$ cat src/rtl/data_pipe_pkg.sv
// Shared types and helpers for the data pipe blocks.
// Provides the default data width, the beat record and pointer sizing.
package data_pipe_pkg;

    localparam int DATA_WIDTH = 8;

    typedef struct packed {
        logic                  last;
        logic [DATA_WIDTH-1:0] data;
    } beat_t;

    // One extra bit beyond the index so full and empty stay distinct.
    function automatic int clog2_ptr(input int depth);
        return $clog2(depth) + 1;
    endfunction

endpackage

$ cat src/rtl/fifo_regfile.sv
// Beat storage for the frame FIFO: DEPTH x WIDTH registers, not reset.
// Ports: clk, wr_en/wr_addr/wr_data (sync write), rd_addr/rd_data (comb read).
module fifo_regfile #(
    parameter int WIDTH = 9,
    parameter int DEPTH = 16
) (
    input  logic                     clk,
    input  logic                     wr_en,
    input  logic [$clog2(DEPTH)-1:0] wr_addr,
    input  logic [WIDTH-1:0]         wr_data,
    input  logic [$clog2(DEPTH)-1:0] rd_addr,
    output logic [WIDTH-1:0]         rd_data
);

    logic [WIDTH-1:0] mem [DEPTH];

    always_ff @(posedge clk) begin
        if (wr_en) begin
            mem[wr_addr] <= wr_data;
        end
    end

    assign rd_data = mem[rd_addr];

endmodule

$ cat src/rtl/axis_frame_fifo.sv
// First-word-fall-through AXI-Stream FIFO with beat and frame occupancy.
// Ports: clk, reset (async, active low), s_axis_* in, m_axis_* out,
// level (beats stored) and frames_held (stored beats carrying tlast).
module axis_frame_fifo #(
    parameter int DATA_WIDTH = 8,
    parameter int DEPTH      = 16
) (
    input  logic                   clk,
    input  logic                   reset,
    input  logic [DATA_WIDTH-1:0]  s_axis_tdata,
    input  logic                   s_axis_tvalid,
    output logic                   s_axis_tready,
    input  logic                   s_axis_tlast,
    output logic [DATA_WIDTH-1:0]  m_axis_tdata,
    output logic                   m_axis_tvalid,
    input  logic                   m_axis_tready,
    output logic                   m_axis_tlast,
    output logic [$clog2(DEPTH):0] level,
    output logic [$clog2(DEPTH):0] frames_held
);

    import data_pipe_pkg::clog2_ptr;

    localparam int PTR_W = clog2_ptr(DEPTH);
    localparam int AW    = PTR_W - 1;
    localparam logic [PTR_W-1:0] CAP = PTR_W'(DEPTH);

    logic [PTR_W-1:0]    wr_ptr;
    logic [PTR_W-1:0]    rd_ptr;
    logic [PTR_W-1:0]    level_nxt;
    logic [PTR_W-1:0]    frames_nxt;
    logic                wr_en;
    logic                rd_en;
    logic                last_in;
    logic                last_out;
    logic [DATA_WIDTH:0] rd_word;

    assign wr_en         = s_axis_tvalid & s_axis_tready;
    assign m_axis_tvalid = (level != '0);
    assign rd_en         = m_axis_tvalid & m_axis_tready;
    assign last_in       = wr_en & s_axis_tlast;
    assign last_out      = rd_en & m_axis_tlast;

    always_comb begin
        level_nxt = level;
        case ({wr_en, rd_en})
            2'b10:   level_nxt = level + PTR_W'(1);
            2'b01:   level_nxt = level - PTR_W'(1);
            default: level_nxt = level;
        endcase
    end

    always_comb begin
        frames_nxt = frames_held;
        case ({last_in, last_out})
            2'b10:   frames_nxt = frames_held + PTR_W'(1);
            2'b01:   frames_nxt = frames_held - PTR_W'(1);
            default: frames_nxt = frames_held;
        endcase
    end

    // tready comes from next-state level, so a full FIFO refuses the
    // write even when a read frees a slot in the same cycle.
    always_ff @(posedge clk or negedge reset) begin
        if (!reset) begin
            wr_ptr        <= '0;
            rd_ptr        <= '0;
            level         <= '0;
            frames_held   <= '0;
            s_axis_tready <= 1'b0;
        end else begin
            if (wr_en) begin
                wr_ptr <= wr_ptr + PTR_W'(1);
            end
            if (rd_en) begin
                rd_ptr <= rd_ptr + PTR_W'(1);
            end
            level         <= level_nxt;
            frames_held   <= frames_nxt;
            s_axis_tready <= (level_nxt < CAP);
        end
    end

    fifo_regfile #(
        .WIDTH (DATA_WIDTH + 1),
        .DEPTH (DEPTH)
    ) u_regfile (
        .clk     (clk),
        .wr_en   (wr_en),
        .wr_addr (wr_ptr[AW-1:0]),
        .wr_data ({s_axis_tlast, s_axis_tdata}),
        .rd_addr (rd_ptr[AW-1:0]),
        .rd_data (rd_word)
    );

    assign {m_axis_tlast, m_axis_tdata} = rd_word;

endmodule

$ cat config.mk
export PLATFORM = sky130hd
export DESIGN_NAME = axis_frame_fifo
export DESIGN_NICKNAME = d
export VERILOG_FILES = /design/src/rtl/data_pipe_pkg.sv /design/src/rtl/fifo_regfile.sv /design/src/rtl/axis_frame_fifo.sv
export SDC_FILE = /design/constraint.sdc
export NUM_CORES = 1
export LEC_CHECK = 0
export CORE_AREA = 2 2 106 134
export DETAILED_ROUTE_END_ITERATION = 10
export DIE_AREA = 0 0 108 136
export PLACE_DENSITY = 0.68
export SYNTH_ARGS = -nofsm -noshare
export SYNTH_HDL_FRONTEND = slang
export SYNTH_SLANG_ARGS = --single-unit
$ cat constraint.sdc
create_clock -name clk -period 6.5 [get_ports clk]
set_input_delay 0.65 -clock clk [delete_from_list [all_inputs] [get_ports clk]]
set_output_delay 0.65 -clock clk [all_outputs]
set_load 0.05 [all_outputs]
### Word level (Yosys, flattened, before mapping)

Memory sizes are Yosys's and may differ from the RTL's.
Index checks and enable logic that the tools add are counted.

* add/subtract/negate cells: 6
* magnitude comparators: 1
* bitwise operators: 4
* equality and inequality tests: 4
* muxes and demuxes: 4
* reductions and logical operators: 2

Operators by type and width (count)
* $add 5x1->5 const B: 4
* $pmux 5 s2: 2
* $sub 5x1->5 const B: 2
* $lt 5x5->1 const B: 1
* $reduce_bool 5->1: 1
* $and 1x1->1: 4
* $eq 2x1->1 const B: 2
* $eq 2x2->1 const B: 2
* $mux 1: 2
* $reduce_bool 2->1: 1

* RAM bits: 144
* memories: 1
* output and inout bits: 21
* register bits: 21
* input bits: 13
* word-level logic and storage cells: 27

Memories
* u_regfile.mem: depth 16, width 9, rd ports 1, clocked after Yosys merged registers in 0, wr ports 1, RTL line fifo_regfile.sv:15 `logic [WIDTH-1:0] mem [DEPTH];`

### Depth between registers and ports, before layout

Gate-level depths: netlist (run 1).

* word-level depth: 5
* mapped depth: 12
* mapped depth without buffers: 11

### Hierarchy

A second synthesis (run 1) with hierarchy kept.

* cells, all modules: 352
* area, all modules: 6737.7 um2

Modules (own cells, without submodules)
* fifo_regfile: seq. area each 4324.1 um2, instances 1, cells each 245, area each 5600.4 um2
* axis_frame_fifo: seq. area each 475.5 um2, instances 1, cells each 107, area each 1137.3 um2

### Least setup slack after synthesis (run 1)

OpenSTA, ideal clock, no wires.

* kind: register to register
* start point: register level[0]
* end point: register s_axis_tready
* library setup time: 0.120 ns
* slack: 3.356 ns
* arrival: 3.025 ns
* clock period less this slack: 3.144 ns
* required time: 6.380 ns
* buffers on the path: 0
* cell stages (with the launch flop): 11
* path through: dfrtp_1 -> nor3_1 -> nand2_1 -> nand2_1 -> inv_1 -> ha_1 -> ha_1 -> nor2b_1 -> o21a_1 -> or4_1 -> and3_1

* longest elaborated chain between the ends: 5
* elaborated cells between the ends (all ways): 8
* classes of those cells: add/sub: 2; order compare: 1; eq/ne: 2; mux: 1; bitwise: 1; reduce/logical: 1

RTL lines
* start: declaration: RTL line axis_frame_fifo.sv:18 `output logic [$clog2(DEPTH):0] level,`
* start signal: assignment: RTL line axis_frame_fifo.sv:78 `level <= level_nxt;`
* $reduce_bool 5->1 (*): RTL line axis_frame_fifo.sv:39 `assign m_axis_tvalid = (level != '0);`
* named net m_axis_tvalid: RTL line axis_frame_fifo.sv:15 `output logic m_axis_tvalid,`
* $and 1x1->1 (*): RTL line axis_frame_fifo.sv:40 `assign rd_en = m_axis_tvalid & m_axis_tready;`
* named net rd_en: RTL line axis_frame_fifo.sv:33 `logic rd_en;`
* $eq 2x1->1 / $eq 2x2->1 (equally long branches): RTL line axis_frame_fifo.sv:46 `case ({wr_en, rd_en})`
* $pmux 5 s2 (*): RTL line axis_frame_fifo.sv:46
* $lt 5x5->1 (*): RTL line axis_frame_fifo.sv:80 `s_axis_tready <= (level_nxt < CAP);`
* end signal: assignment: RTL line axis_frame_fifo.sv:80
* end: declaration: RTL line axis_frame_fifo.sv:12 `output logic s_axis_tready,`

Mark *: on every way through the listed nets, which the timed path passes. The rest lies on a longest branch.
A chain may end at the register's enable or synchronous reset.

### Worst setup path in the final report (run 1)

* start point: register rd_ptr[0]
* end point: output port m_axis_tdata[7]

* longest elaborated chain between the ends: 1

RTL lines
* start: declaration: RTL line axis_frame_fifo.sv:29 `logic [PTR_W-1:0] rd_ptr;`
* start signal: assignment: RTL line axis_frame_fifo.sv:76 `rd_ptr <= rd_ptr + PTR_W'(1);`
* $mem_v2 16x9
* end: declaration: RTL line axis_frame_fifo.sv:14 `output logic [DATA_WIDTH-1:0] m_axis_tdata,`

No other way between the ends.

==> results of run 1 <==
worst max-delay path: stages, from the launching register on:
cell             delay [ns]
dfrtp_2                0.34
buf_4                  0.55
mux4_1                 0.66
a22oi_1                0.28
nand2_1                0.09
clkdlybuf4s50_1        0.71
metal layers:
metal	vias up	global-route usage	part of all wire
met5	-	0	0
met2	92	0.327	0.54
li1	1525	-	-
met3	6	0.0451	0.044
met1	1777	0.258	0.41
met4	0	0.0691	0.0068
power by group:
part           internal [mW]  switching [mW]  leakage [nW]  total, mW
clock network          0.530           0.408         0.274      0.937
logic                  0.587           0.882         0.856       1.47
registers               1.27          0.0934          1.52       1.37
final cells by class:
class	instances	area, µm²
fillers	1021	5750
multi-input cells	168	1760
clock inverters	15	130
well taps	175	219
repair buffers	41	390
flip-flops and latches	163	4800
clock buffers	17	425
inverters	11	41.3
cell usage after synthesis, types with 2 or more instances:
library cell,count,area share
xnor2_1,8,0.010
dfrtp_1,19,0.071
a21o_1,2,0.0022
buf_4,2,0.0022
edfxtp_1,144,0.64
mux2_2,2,0.0033
clkbuf_1,6,0.0033
mux4_1,8,0.031
mux2i_1,3,0.0045
o211ai_1,2,0.0022
nand4_1,2,0.0019
inv_1,11,0.0061
fa_1,2,0.0059
nor2b_1,4,0.0037
ha_1,13,0.024
o311ai_0,3,0.0039
and2_1,2,0.0019
xor2_1,4,0.0052
nand2b_1,4,0.0037
o21ai_0,6,0.0045
nand2_1,22,0.012
buf_6,3,0.0050
nor2_1,16,0.0089
a22oi_1,16,0.018
buf_2,3,0.0022
clkdlybuf4s18_2,2,0.0030
a21oi_1,3,0.0022
nor3_1,7,0.0052
o21a_1,2,0.0022
mux4_2,28,0.094
cell families (layout without fill, tap and decap cells):
family,Yosys count,in the layout
AOI/OAI and AO/OA,38,38
xor gates and xnor gates,12,12
adders and majority gates,15,15
buffers and inverters,29,84
DFF,163,163
muxes,41,41
and+or+nand+nor,62,62
sequential cells by signal (all words and copies together), names as in the netlist, named ones only:
register / cells
wr_ptr: 4
rd_ptr: 4
level: 4
frames_held: 5
s_axis_tready: 1
u_regfile.mem: 144
per-stage QoR:
stage	setup slack, ns	total power [mW]	util	instances	hold WS (ns)
after floorplan	3.36	2.50	-	360	0.354
after global placement	3.21	2.83	0.534	558	0.506
after detailed placement	3.11	2.86	0.534	558	0.518
after CTS	2.73	3.81	0.575	590	0.538
after global routing	2.63	3.95	0.575	590	0.564
final	2.79	3.77	0.575	590	0.529
how the worst max path moves through the flow:
stage	endpoint	startpoint	depth (start not counted)
floorplan	s_axis_tready	level[0]	10
global placement	frames_held[4]	rd_ptr[2]	10
detailed placement	frames_held[4]	rd_ptr[2]	10
CTS	m_axis_tdata[7]	rd_ptr[0]	5
global route	m_axis_tdata[7]	rd_ptr[0]	5
finish	m_axis_tdata[7]	rd_ptr[0]	5
==> impl_metrics.py, run 1 <==
metrics = {
    "outcome": {
        "status": "finished, final reports clean",
    },
    "layout": {
        "antennaDiodeCount": 0,
        "final_common_cell": "edfxtp_1",
        "layout_common_cells": "144 x edfxtp_1, 33 x clkdlybuf4s50_1, 28 x mux4_2",
        "final_nets": 430,
        "final_area_mm2": 0.00777,
        "syn2layout_area_growth_pct": 15.3,
        "drive_gt1_frac": 0.169,
    },
    "synthesis": {
        "synthCells": 360,
        "synth_compound_area_frac": 0.0405,
        "ys_types": 41,
        "synth_edf_count": 144,
        "synth_area_mm2": 0.00674,
        "synth_top_family_by_area": "multiplexers",
        "synth_fa_ha_area_frac": 0.0301,
        "synthMuxAreaShare": 0.133,
        "syn_avg_cell_area_um2": 18.7,
        "ys_seq_elements": 163,
        "synthArstFlopShare": 0.117,
        "ys_seq_area_frac": 0.712,
        "synthesis.nets": 388,
        "synthFlopType": "edfxtp_1",
        "synth_xor_area_frac": 0.0156,
        "yosys_warnings": 0,
        "synth-simple-area-share": 0.0423,
    },
    "detailed_routing": {
        "drt_pass1_iterations": 4,
        "vias_per_cell": 5.76,
        "vias": 3400,
        "wirelength_um": 13400,
        "final_antenna_net_count": 0,
        "drt_iter0_drc": 251,
        "drt-wirelength-per-cell_um": 22.7,
        "drc_errors": 0,
    },
    "global_route": {
        "grt_pass1_vias": 3525,
        "overflow": 0,
        "antenna_found_initial": 0,
        "grt_pass1_wl_um": 20300,
        "grt_usage": 0.197,
        "grt_max_degree": 39,
    },
    "critical_path": {
        "worstSetupPathType": "flip-flop to output pin",
        "reg2reg_slack_ns": 3.07,
        "cp.required_ns": 5.85,
        "r2r-start": "rd_ptr[2]",
        "r2r_end": "frames_held[4]",
        "worstSetupEndpointType": "output pin",
        "startpoint_type": "flip-flop",
        "timing.reg2reg.worst_path_depth": 10,
        "arrival_ns": 3.06,
        "critPathMaxFanout": 38,
    },
    "timing": {
        "slew_headroom": 0.176,
        "finalCriticalPeriod_ns": 3.71,
        "worst_pin_slew_ns": 1.23,
        "finalSetupTns_ns": 0,
        "grt_setup_unrepaired": "no",
        "fmax_mhz": 270,
        "final_max_slew_viol_count": 0,
        "finalCritPeriodShare": 0.571,
        "finalHoldViolations": 0,
        "fin_skew_ns": 0.00909,
        "setup_viol": 0,
    },
    "power_and_ir_drop": {
        "p_leak_nw": 2.65,
        "pwr_density_cell_mw_per_mm2": 486,
        "irDropWorstVdd_mv": 0.270,
    },
    "placed_design": {
        "post-dp-hpwl_um": 8090,
        "place_area_mm2": 0.00721,
        "routabilityCongestion": 0.756,
        "port-buffer-count": 33,
    },
    "cts": {
        "numCtsBuffers": 17,
        "root_buffer": "clkbuf_16",
        "cts_sinks": 163,
        "cts_setup_buffers": 0,
        "ctsHoldBuffers": 0,
        "h-tree-depth": 4,
        "insertion_delay_ns": 0.42,
        "cts_tree": "done",
        "clk_pin_slew_worst_paths_ns": 0.06,
        "cts_resized": 0,
        "cts.path.max_buffers": 2,
    },
    "floorplan": {
        "start_util": 0.499,
        "io-pin-count": 34,
        "dieWidth_um": 108,
        "std_cell_rows": 48,
        "dieArea_mm2": 0.0147,
        "die_y_um": 136,
        "coreArea_mm2": 0.0135,
    },
    "hold_path": {
        "holdPathStages": 2,
        "hold_path.startpoint": "frames_held[3]",
        "min_delay_worst_endpoint": "frames_held[3]",
        "hold_class": "flip-flop to flip-flop",
    },
    "run": {
        "maxCapViolCount": 0,
    },
}
(Power assumes the default switching activity.)
==> run 2: changes to the inputs <==
- PLACE_DENSITY: 0.68 -> 0.71
- clock period: 6.5 -> 3.08 ns (I/O delays scaled with it)
==> impl_metrics.py, run 2 (synthesis results as in run 1) <==
metrics = {
    "outcome": {
        "status": "finished, final reports clean",
    },
    "timing": {
        "grt_setup_unrepaired": "no",
        "final_max_slew_viol_count": 0,
        "slew_headroom": 0.408,
        "fin_skew_ns": 0.0110,
        "whs_ns": 0.387,
        "finalCritPeriodShare": 0.945,
        "finalCriticalPeriod_ns": 2.91,
        "setup_viol": 0,
        "worst_pin_slew_ns": 0.886,
        "finalHoldViolations": 0,
        "fmax_mhz": 344,
    },
    "power_and_ir_drop": {
        "pwr_density_cell_mw_per_mm2": 1030,
        "irDropWorstVdd_mv": 0.751,
        "p_total_mw": 8.16,
        "p_leak_nw": 2.77,
    },
    "run": {
        "maxCapViolCount": 0,
    },
    "cts": {
        "numCtsBuffers": 17,
        "clk_pin_slew_worst_paths_ns": 0.07,
        "insertion_delay_ns": 0.42,
        "cts.path.max_buffers": 2,
        "cts_tree": "done",
        "cts_sinks": 163,
        "cts_setup_buffers": 0,
        "root_buffer": "clkbuf_16",
        "h-tree-depth": 4,
    },
    "layout": {
        "final_nets": 447,
        "final_cells": 607,
        "drive_gt1_frac": 0.227,
        "top_regs": "u_regfile.mem x144, frames_held x5",
        "fill_cells": 1018,
        "layout_common_cells": "144 x edfxtp_1, 32 x buf_4, 28 x mux4_2",
        "antennaDiodeCount": 0,
        "syn2layout_area_growth_pct": 17.6,
        "top_register": "u_regfile.mem",
        "final_common_cell": "edfxtp_1",
        "largest_register_ffs": 144,
    },
    "placed_design": {
        "routabilityCongestion": 0.845,
        "port-buffer-count": 33,
        "post-dp-hpwl_um": 8650,
        "place_inst": 575,
    },
    "detailed_routing": {
        "drt-wirelength-per-cell_um": 22.2,
        "vias": 3475,
        "drt_pass1_iterations": 4,
        "m1WireLength_um": 5290,
        "final_antenna_net_count": 0,
        "dr_wl_met2_um": 7040,
        "drt_iter0_drc": 275,
        "vias_per_cell": 5.72,
        "wirelength_um": 13500,
        "highest_layer": "met4",
        "route.met3.wl_um": 704,
        "drc_errors": 0,
    },
    "critical_path": {
        "cp_num_buf_inv": 0,
        "worstSetupEndpointType": "flip-flop",
        "worstSetupPathType": "flip-flop to flip-flop",
        "cp_top_family": "compound AO/OA/AOI/OAI gates",
        "slowest_stage": "mux4_2",
        "worstPathCellList": "mux4_2, nor2b_1, a211oi_2, a211oi_1, ha_2, ha_1, nor2b_1, o21a_1, o311ai_1, o311ai_1",
        "arrival_ns": 3.19,
        "startpoint_type": "flip-flop",
        "reg2reg_slack_ns": 0.17,
        "slowest_delay_ns": 0.50,
        "critPathMaxFanout": 5,
        "cp.required_ns": 3.36,
    },
    "global_route": {
        "grt_pass1_wl_um": 21400,
        "grt_max_degree": 35,
        "grt_usage": 0.205,
        "grt_pass1_vias": 3783,
        "overflow": 0,
        "antenna_found_initial": 0,
    },
    "floorplan": {
        "io-pin-count": 34,
        "coreArea_mm2": 0.0135,
        "dieArea_mm2": 0.0147,
        "die_y_um": 136,
        "start_util": 0.499,
        "std_cell_rows": 48,
        "dieWidth_um": 108,
    },
    "hold_path": {
        "hold_class": "primary input to async pin",
    },
}
run 2: cell types whose count changed in the layout (fill, tap and decap cells not counted), moves of 2 or more:
cell,previous run,this run
buf_4,8,32
clkdlybuf4s50_1,33,25
inv_8,0,4
clkinv_2,3,1
inv_6,5,3
o311ai_0,3,1
o311ai_1,0,2
run 2: what timing repair did:
action / in CTS / in global routing
hold buffers: 0 / 0
pin swaps: 0 / 0
cloned: 0 / 0
endpoints found under the setup margin: 1 / 2
gates resized for setup: 1 / 4
run 2: routing by layer:
metal / global-route usage / up-vias
met4: 0.103 / 0
met5: 0 / -
met1: 0.257 / 1782
met2: 0.334 / 115
li1: - / 1551
met3: 0.0484 / 27
run 2: stage by stage:
step / setup TNS, ns / instance area, µm² / worst slack (ns) / utilization
2_1_floorplan: 0 / 6740 / 0.0540 / -
3_3_place_gp: 0 / 7320 / 0.0755 / 0.542
3_5_place_dp: -0.0525 / 7320 / -0.0525 / 0.542
4_1_cts: 0 / 7920 / 0.00128 / 0.586
5_1_grt: 0 / 7920 / 0.0710 / 0.586
6_report: 0 / 7920 / 0.169 / 0.586
run 2: worst register-to-register path, delay by kind of cell (launching register included):
kind / cells / cell delay [ns]
adders and majority gates: 2 / 0.56
AOI/OAI and AO/OA: 5 / 0.99
and+or+nand+nor: 2 / 0.31
muxes: 1 / 0.50
DFF: 1 / 0.43
run 2: path summary, 6_finish.rpt:
| kind | start | endpoint | cells past startpoint |
|---|---|---|---|
| max in group asynchronous | reset | rd_ptr[2] | 1 |
| min in group clk | frames_held[3] | frames_held[3] | 2 |
| worst min-delay path | reset | frames_held[3] | 1 |
| worst max register to register | rd_ptr[2] | frames_held[4] | 10 |
| worst min register to register | frames_held[3] | frames_held[3] | 2 |
| worst max-delay path | rd_ptr[2] | frames_held[4] | 10 |
run 2: area by class of cell:
class	count	area (µm²)	area share
Multi-Input combinational cell	168	1760	0.223
Inverter	11	41.3	0.00521
Timing Repair Buffer	58	502	0.0633
Clock buffer	17	425	0.0537
Tap cell	175	219	0.0276
Sequential cell	163	4800	0.606
Clock inverter	15	170	0.0215
run 2: power breakdown:
part	total, mW	switching [mW]	internal (mW)	leakage, nW
clock	2.12	0.902	1.22	0.295
sequential	2.91	0.222	2.69	1.52
combinational	3.13	1.86	1.27	0.955
total	8.16	2.99	5.18	2.77
==> run 3: changes to the inputs <==
- TNS_END_PERCENT: default -> 50
==> results of run 3 <==
No change in the layout: final DEF, timing and power equal those of run 2.
